## config.mk

```make
export PLATFORM = sky130hd
export DESIGN_NAME = cpu_writeback
export DESIGN_NICKNAME = d
export VERILOG_FILES = /design/src/rtl/cpu_writeback_pkg.sv /design/src/rtl/wb_push_mux.sv /design/src/rtl/cpu_writeback.sv
export SDC_FILE = /design/constraint.sdc
export NUM_CORES = 1
export LEC_CHECK = 0
export ABC_AREA = 1
export CAP_MARGIN = 20
export CORE_MARGIN = 1.5
export CORE_UTILIZATION = 36
export DETAILED_ROUTE_END_ITERATION = 6
export PLACE_DENSITY_LB_ADDON = 0.08
export SLEW_MARGIN = 0
export SYNTH_ARGS = -nofsm -noshare
export SYNTH_HDL_FRONTEND = slang
export SYNTH_SLANG_ARGS = --single-unit
```

## constraint.sdc

```tcl
create_clock -name clk -period 2.26 [get_ports clk]
set_clock_uncertainty 0.1 [all_clocks]
set_input_delay 0.678 -clock clk [delete_from_list [all_inputs] [get_ports clk]]
set_output_delay 0.678 -clock clk [all_outputs]
set_load 0.005 [all_outputs]
```

## src/rtl/cpu_writeback_pkg.sv

```systemverilog
// cpu_writeback_pkg
//   Shared encodings for the writeback stage: branch condition codes,
//   stack push-source selects, writeback FSM states and a helper that
//   resolves whether a branch is taken.
package cpu_writeback_pkg;

   localparam int          STACK_W       = 35;
   localparam int          POP_W         = 11;
   localparam logic [31:0] RET_PC_OFFSET = 32'd6;   // length of a call instruction

   typedef enum logic [1:0] {
      BR_NONE     = 2'd0,
      BR_UNCOND   = 2'd1,
      BR_IF_TRUE  = 2'd2,
      BR_IF_FALSE = 2'd3
   } branch_e;

   // Codes 6 and 7 are unused and mean "no push".
   typedef enum logic [2:0] {
      PUSH_NONE   = 3'd0,
      PUSH_ALU    = 3'd1,
      PUSH_R0     = 3'd2,
      PUSH_R1     = 3'd3,
      PUSH_MEM    = 3'd4,
      PUSH_RET_PC = 3'd5
   } push_sel_e;

   typedef enum logic [1:0] {
      ST_IDLE     = 2'd0,
      ST_MEM_WAIT = 2'd1,
      ST_KILL     = 2'd2
   } wb_state_e;

   function automatic logic branch_taken(input logic [1:0] br, input logic cond);
      logic taken;
      case (branch_e'(br))
         BR_UNCOND:   taken = 1'b1;
         BR_IF_TRUE:  taken = cond;
         BR_IF_FALSE: taken = ~cond;
         default:     taken = 1'b0;
      endcase
      return taken;
   endfunction

endpackage

```

## src/rtl/wb_push_mux.sv

```systemverilog
// wb_push_mux
//   Combinational selector for the value pushed onto the stack.
//   push_sel   : push-source code from execute
//   alu_out    : ALU result (zero-extended when pushed)
//   r0, r1     : full-width stack operands
//   pc         : instruction address; the return address is pc+6 (wraps)
//   mem_rdata  : load data (only meaningful when the load completes)
//   push_valid : a push is requested by this code
//   push_data  : value to push, zero when push_valid is low
module wb_push_mux
   import cpu_writeback_pkg::*;
(
   input  logic [2:0]         push_sel,
   input  logic [31:0]        alu_out,
   input  logic [STACK_W-1:0] r0,
   input  logic [STACK_W-1:0] r1,
   input  logic [31:0]        pc,
   input  logic [31:0]        mem_rdata,
   output logic               push_valid,
   output logic [STACK_W-1:0] push_data
);

   logic [31:0] ret_pc;

   // 32-bit add, so the return address wraps modulo 2^32.
   assign ret_pc = pc + RET_PC_OFFSET;

   always_comb begin
      push_valid = 1'b0;
      push_data  = '0;
      case (push_sel_e'(push_sel))
         PUSH_ALU:    begin push_valid = 1'b1; push_data = {3'b000, alu_out};   end
         PUSH_R0:     begin push_valid = 1'b1; push_data = r0;                  end
         PUSH_R1:     begin push_valid = 1'b1; push_data = r1;                  end
         PUSH_MEM:    begin push_valid = 1'b1; push_data = {3'b000, mem_rdata}; end
         PUSH_RET_PC: begin push_valid = 1'b1; push_data = {3'b000, ret_pc};    end
         default:     ;
      endcase
   end

endmodule

```

## src/rtl/cpu_writeback.sv

```systemverilog
// cpu_writeback
//   Stage-4 writeback: turns registered execute results into a stack
//   pop/push command, performs data-memory loads, and issues branch
//   redirects followed by a kill window that squashes younger instructions.
//   clk, rst_b            : clock; synchronous active-high reset
//   *_3a inputs           : execute results, held stable while stall_4a=1
//   mem__req/addr/ack/rdata : load handshake
//   st__pop_4a, st__push_* : stack command (pop applied before push)
//   kill_4a, redirect_*   : branch redirect and squash window
//   stall_4a              : upstream must hold during a load
//   mem_fault_4a          : one-cycle pulse when a load is abandoned
module cpu_writeback
   import cpu_writeback_pkg::*;
#(
   parameter int KILL_CYCLES = 3,
   parameter int MEM_TIMEOUT = 255
) (
   input  logic                clk,
   input  logic                rst_b,
   input  logic                alu__cond_3a,
   input  logic [31:0]         alu__out_3a,
   input  logic [1:0]          c__branch_3a,
   input  logic [2:0]          c__to_push_3a,
   input  logic [POP_W-1:0]    st__to_pop_3a,
   input  logic [31:0]         pc_3a,
   input  logic [47:0]         instruction_3a,
   input  logic [STACK_W-1:0]  r0_3a,
   input  logic [STACK_W-1:0]  r1_3a,
   output logic                mem__req,
   output logic [31:0]         mem__addr,
   input  logic                mem__ack,
   input  logic [31:0]         mem__rdata,
   output logic [POP_W-1:0]    st__pop_4a,
   output logic                st__push_valid_4a,
   output logic [STACK_W-1:0]  st__push_data_4a,
   output logic                kill_4a,
   output logic                redirect_valid_4a,
   output logic [31:0]         redirect_pc_4a,
   output logic                stall_4a,
   output logic                mem_fault_4a
);

   localparam int KILL_W = $clog2(KILL_CYCLES + 1);
   localparam int TO_W   = $clog2(MEM_TIMEOUT + 1);

   wb_state_e           state_reg;
   logic [KILL_W-1:0]   kill_cnt_reg;
   logic [TO_W-1:0]     wait_cnt_reg;
   logic [31:0]         mem_addr_reg;

   logic                mux_valid;
   logic [STACK_W-1:0]  mux_data;
   logic                taken;
   logic                load_start;
   logic                in_wait;
   logic                unused_instr_hi;

   assign unused_instr_hi = ^instruction_3a[47:32];

   wb_push_mux u_push_mux (
      .push_sel   (c__to_push_3a),
      .alu_out    (alu__out_3a),
      .r0         (r0_3a),
      .r1         (r1_3a),
      .pc         (pc_3a),
      .mem_rdata  (mem__rdata),
      .push_valid (mux_valid),
      .push_data  (mux_data)
   );

   assign taken = branch_taken(c__branch_3a, alu__cond_3a);

   // The request goes out combinationally in the accepting cycle so the
   // memory sees it without an extra bubble; reset masks it immediately.
   assign load_start = !rst_b && (state_reg == ST_IDLE) && (c__to_push_3a == PUSH_MEM);
   assign in_wait    = !rst_b && (state_reg == ST_MEM_WAIT);
   assign mem__req   = load_start | in_wait;
   assign mem__addr  = in_wait ? mem_addr_reg : (load_start ? alu__out_3a : 32'd0);
   assign stall_4a   = mem__req;

   always_ff @(posedge clk) begin
      if (rst_b) begin
         state_reg         <= ST_IDLE;
         kill_cnt_reg      <= '0;
         wait_cnt_reg      <= '0;
         mem_addr_reg      <= '0;
         st__pop_4a        <= '0;
         st__push_valid_4a <= 1'b0;
         st__push_data_4a  <= '0;
         kill_4a           <= 1'b0;
         redirect_valid_4a <= 1'b0;
         redirect_pc_4a    <= '0;
         mem_fault_4a      <= 1'b0;
      end else begin
         // Command outputs are single-cycle pulses.
         st__pop_4a        <= '0;
         st__push_valid_4a <= 1'b0;
         st__push_data_4a  <= '0;
         redirect_valid_4a <= 1'b0;
         redirect_pc_4a    <= '0;
         mem_fault_4a      <= 1'b0;

         case (state_reg)
            ST_IDLE: begin
               if (c__to_push_3a == PUSH_MEM) begin
                  // Pop, push and branch of a load are deferred to the ack.
                  state_reg    <= ST_MEM_WAIT;
                  mem_addr_reg <= alu__out_3a;
                  wait_cnt_reg <= '0;
               end else begin
                  st__pop_4a        <= st__to_pop_3a;
                  st__push_valid_4a <= mux_valid;
                  st__push_data_4a  <= mux_data;
                  if (taken) begin
                     redirect_valid_4a <= 1'b1;
                     redirect_pc_4a    <= instruction_3a[31:0];
                     kill_4a           <= 1'b1;
                     kill_cnt_reg      <= KILL_W'(KILL_CYCLES);
                     state_reg         <= ST_KILL;
                  end
               end
            end

            ST_MEM_WAIT: begin
               if (mem__ack) begin
                  // Inputs are still held, so the mux selects the load data.
                  st__pop_4a        <= st__to_pop_3a;
                  st__push_valid_4a <= mux_valid;
                  st__push_data_4a  <= mux_data;
                  wait_cnt_reg      <= '0;
                  mem_addr_reg      <= '0;
                  if (taken) begin
                     redirect_valid_4a <= 1'b1;
                     redirect_pc_4a    <= instruction_3a[31:0];
                     kill_4a           <= 1'b1;
                     kill_cnt_reg      <= KILL_W'(KILL_CYCLES);
                     state_reg         <= ST_KILL;
                  end else begin
                     state_reg <= ST_IDLE;
                  end
               end else if (wait_cnt_reg == TO_W'(MEM_TIMEOUT - 1)) begin
                  // Abandon the whole instruction: no pop, push or branch.
                  mem_fault_4a <= 1'b1;
                  wait_cnt_reg <= '0;
                  mem_addr_reg <= '0;
                  state_reg    <= ST_IDLE;
               end else begin
                  wait_cnt_reg <= wait_cnt_reg + TO_W'(1);
               end
            end

            ST_KILL: begin
               if (kill_cnt_reg <= KILL_W'(1)) begin
                  kill_4a      <= 1'b0;
                  kill_cnt_reg <= '0;
                  state_reg    <= ST_IDLE;
               end else begin
                  kill_cnt_reg <= kill_cnt_reg - KILL_W'(1);
               end
            end

            default: state_reg <= ST_IDLE;
         endcase
      end
   end

endmodule

```

==> run_results.csv <==
group,metric,value,unit
outcome,outcome,"finished with violations",
outcome,violations,"setup timing",
timing,final.setup.tns,-8600,ps
logic_synthesis,synthSimpleGateAreaFrac,37.2,%
cells_and_area,nFillCells,1628,
clocking,clock_latency,430,ps
cells_and_area,final_net_count,1746,
route,dr.pass1.iters,6,
clocking,path_clk_slew,60,ps
clocking,htreeDepth,4,
global_routing,grt.total_usage,29.4,%
route,vias_per_cell,4.79,
worst_setup_path,arrival,1820,ps
power_and_ir_drop,power_frac_clock,41.5,%
logic_synthesis,synth_top_area_share,38.2,%
timing,min_period,2600,ps
cells_and_area,multiInputGateArea,3490,µm²
floorplan,dieWidth,138,µm
logic_synthesis,synth_cell_types,37,
power_and_ir_drop,power_frac_comb,22.2,%
placement,gp_congestion,0.902,
power_and_ir_drop,switching_share,28.8,%
worst_hold_path,hold_path_class,"flip-flop to flip-flop",
cells_and_area,largest_reg_flops,35,
power_and_ir_drop,p_sw,1930,µW
timing,relSlewSlack,71.6,%
logic_synthesis,synth.area.mux_share,0,%
logic_synthesis,synth_compound_area_share,12.3,%
worst_setup_path,max_stage_delay,190,ps
power_and_ir_drop,peakVddDrop,0.543,mV
cells_and_area,layout-drive-gt1-share,20.0,%
cells_and_area,syn2layout_area_growth,80.9,%
clocking,cts_tree,"yes",
logic_synthesis,seq_area_frac_synth,38.2,%
worst_setup_path,slowest_stage,"nor2_4",
floorplan,io_pins,350,
route,drt_first_iter_violations,476,
global_routing,grt_antenna_before_repair,0,
logic_synthesis,ys_warn_count,0,
timing,rsz0062_at_grt,"yes",
timing,setup-violations-final,34,
global_routing,grt_pass1_vias,8075,
worst_setup_path,crit_chain,"buf_8 -> inv_6 -> nand2_4 -> nor2_4 -> nand2_4 -> inv_4 -> nand2_8 -> buf_16 -> buf_8 -> o21ai_2 -> buf_2",
global_routing,grt-ovfl-total,0,
route,antenna_left,0,
timing,max_freq,384,MHz
floorplan,floorplan.initialDensity,36.7,%
global_routing,grt_max_degree,37,
placement,portBuffers,333,
worst_setup_path,start_kind,"input port",
floorplan,rows,49,
logic_synthesis,netlist_top_cells_area,"dfxtp_1 38%, nand2_1 14%, nor2_1 11%",
route,via_count,8384,
power_and_ir_drop,p_leak,0.00544,µW
global_routing,grt_first_pass_wirelength,43900,µm
logic_synthesis,netlist_instances,1048,
worst_setup_path,r2r_setup_slack,430,ps
logic_synthesis,synthAdderAreaFrac,0.569,%
floorplan,die_h,138,µm
worst_setup_path,critPathRequiredTime,1480,ps
timing,final.period_utilization,115,%
floorplan,die_area,19200,µm²
logic_synthesis,synth_top_family_by_area,"simple AND/OR/NAND/NOR gates",
clocking,cts-buffers-inserted,17,
route,drc,0,
placement,post-dp-hpwl,21800,µm
clocking,hold_buffers,0,
timing,slew_violations,0,
logic_synthesis,synth_area_leader_cell,"dfxtp_1",
logic_synthesis,syn_area,6600,µm²
clocking,root_buffer,"clkbuf_16",
logic_synthesis,synth_nets,1285,
route,wl,28400,µm
logic_synthesis,ys_ff_latch,126,
power_and_ir_drop,p_per_area,561,nW/µm²
timing,setup_slack,-342,ps
cells_and_area,final_util,66.5,%
power_and_ir_drop,internal_power,4770,µW
logic_synthesis,synth.avg_cell_area,6.30,µm²
power_and_ir_drop,seq_power_share,36.3,%
worst_setup_path,endpoint_kind,"output pin",
route,wl_per_cell,16.2,µm
clocking,clock-sinks,126,
cells_and_area,regArea,2520,µm²
worst_setup_path,cp_max_fo,5,
timing,hold_viol,0,
run,drv_cap,0,
cells_and_area,num_antenna_cells,0,
logic_synthesis,synth-xor-area-share,0.133,%
timing,worstMarginPinSlew,422,ps
floorplan,coreArea,18000,µm²
worst_setup_path,path_class,"input port to output pin",
clocking,clock_path_buffers,2,
per-stage QoR:
stage	hold WS [ps]	power [µW]	area [µm²]	setup slack, ps	std cells
2_1_floorplan	349	2960	6640	1.84	1048
3_3_place_gp	356	3890	11100	-1020	1698
3_5_place_dp	364	3910	11100	-1130	1698
4_1_cts	377	6720	11800	-323	1745
5_1_grt	410	6980	11900	-395	1751
6_report	375	6690	11900	-342	1751
cells in the mapped netlist, drive strengths merged:
cell / count
nor3: 3
buf: 27
nand3: 93
a21oi: 48
o22ai: 1
or2: 5
nand3b: 2
nor2: 228
o21bai: 4
xor2: 1
a22oi: 3
a31oi: 8
a211oi: 1
inv: 136
and2: 1
clkbuf: 16
dfxtp: 126
o21a: 2
nand2: 246
and3: 1
a21o: 1
clkinv: 3
nand4: 2
ha: 3
o21ai: 87
cell families after synthesis:
group / count (synthesis)
flops: 126
compound gates: 155
fa+ha+maj: 3
xor+xnor: 1
simple gates: 581
buf+inv: 182
critical path, delay by kind of cell:
kind / cells / cell delay (ps)
AOI/OAI and AO/OA: 1 / 120
and+or+nand+nor: 4 / 400
buffers and inverters: 6 / 600
final timing paths:
kind | start | end | cells past startpoint
max | c__to_push_3a[1] | mem__addr[16] | 11
min | kill_4a$_SDFFE_PP0P_ | kill_4a$_SDFFE_PP0P_ | 2
max reg2reg | state_reg[0]$_SDFFE_PP0P_ | st__push_data_4a[26]$_SDFF_PP0_ | 8
min reg2reg | kill_4a$_SDFFE_PP0P_ | kill_4a$_SDFFE_PP0P_ | 2
what timing repair did:
action,CTS,global route
setup buffers,13,7
gates cloned,2,0
resized for setup,194,19
endpoints found under the setup margin,54,40
pin swaps,5,13
cell type report:
type	count	area share, %
Sequential cell	126	21.1
Multi-Input combinational cell	740	29.2
Timing Repair Buffer	485	37.9
Tap cell	229	2.40
Inverter	139	4.45
Clock inverter	15	1.36
Clock buffer	17	3.56
power groups by stage:
stage | clock network [µW] | registers [µW] | logic [µW]
2_1_floorplan | 0 | 2460 | 500
3_3_place_gp | 0 | 2480 | 1420
3_5_place_dp | 0 | 2480 | 1430
4_1_cts | 2810 | 2430 | 1480
5_1_grt | 2920 | 2440 | 1610
6_report | 2780 | 2430 | 1490
layer usage:
metal | wire length [µm] | part of all wire [%] | vias up | global-route usage (%)
li1 | - | - | 4209 | -
met1 | 11400 | 40 | 3761 | 34.7
met2 | 13800 | 49 | 350 | 51.3
met3 | 2040 | 7.2 | 64 | 6.10
met4 | 1110 | 3.9 | 0 | 13.5
met5 | 0 | 0 | - | 0
layout by cell type, fill, tap and decap left out, drive strengths merged:
| cell type | instances |
|---|---|
| clkinv | 4 |
| or2 | 5 |
| o22ai | 1 |
| clkbuf | 18 |
| clkdlybuf4s50 | 295 |
| and2 | 1 |
| dfxtp | 126 |
| a211oi | 1 |
| a21oi | 48 |
| a21o | 1 |
| clkinvlp | 2 |
| a31oi | 8 |
| and3 | 1 |
| nand3 | 93 |
| o21a | 2 |
| nor2 | 228 |
| a22oi | 3 |
| nand2 | 246 |
| xor2 | 1 |
| o21ai | 87 |
| inv | 147 |
| nand4 | 2 |
| ha | 3 |
| buf | 189 |
| nor3 | 3 |
| o21bai | 4 |
| nand3b | 2 |
| bufinv | 1 |
Power figures use the tool's default switching activity.
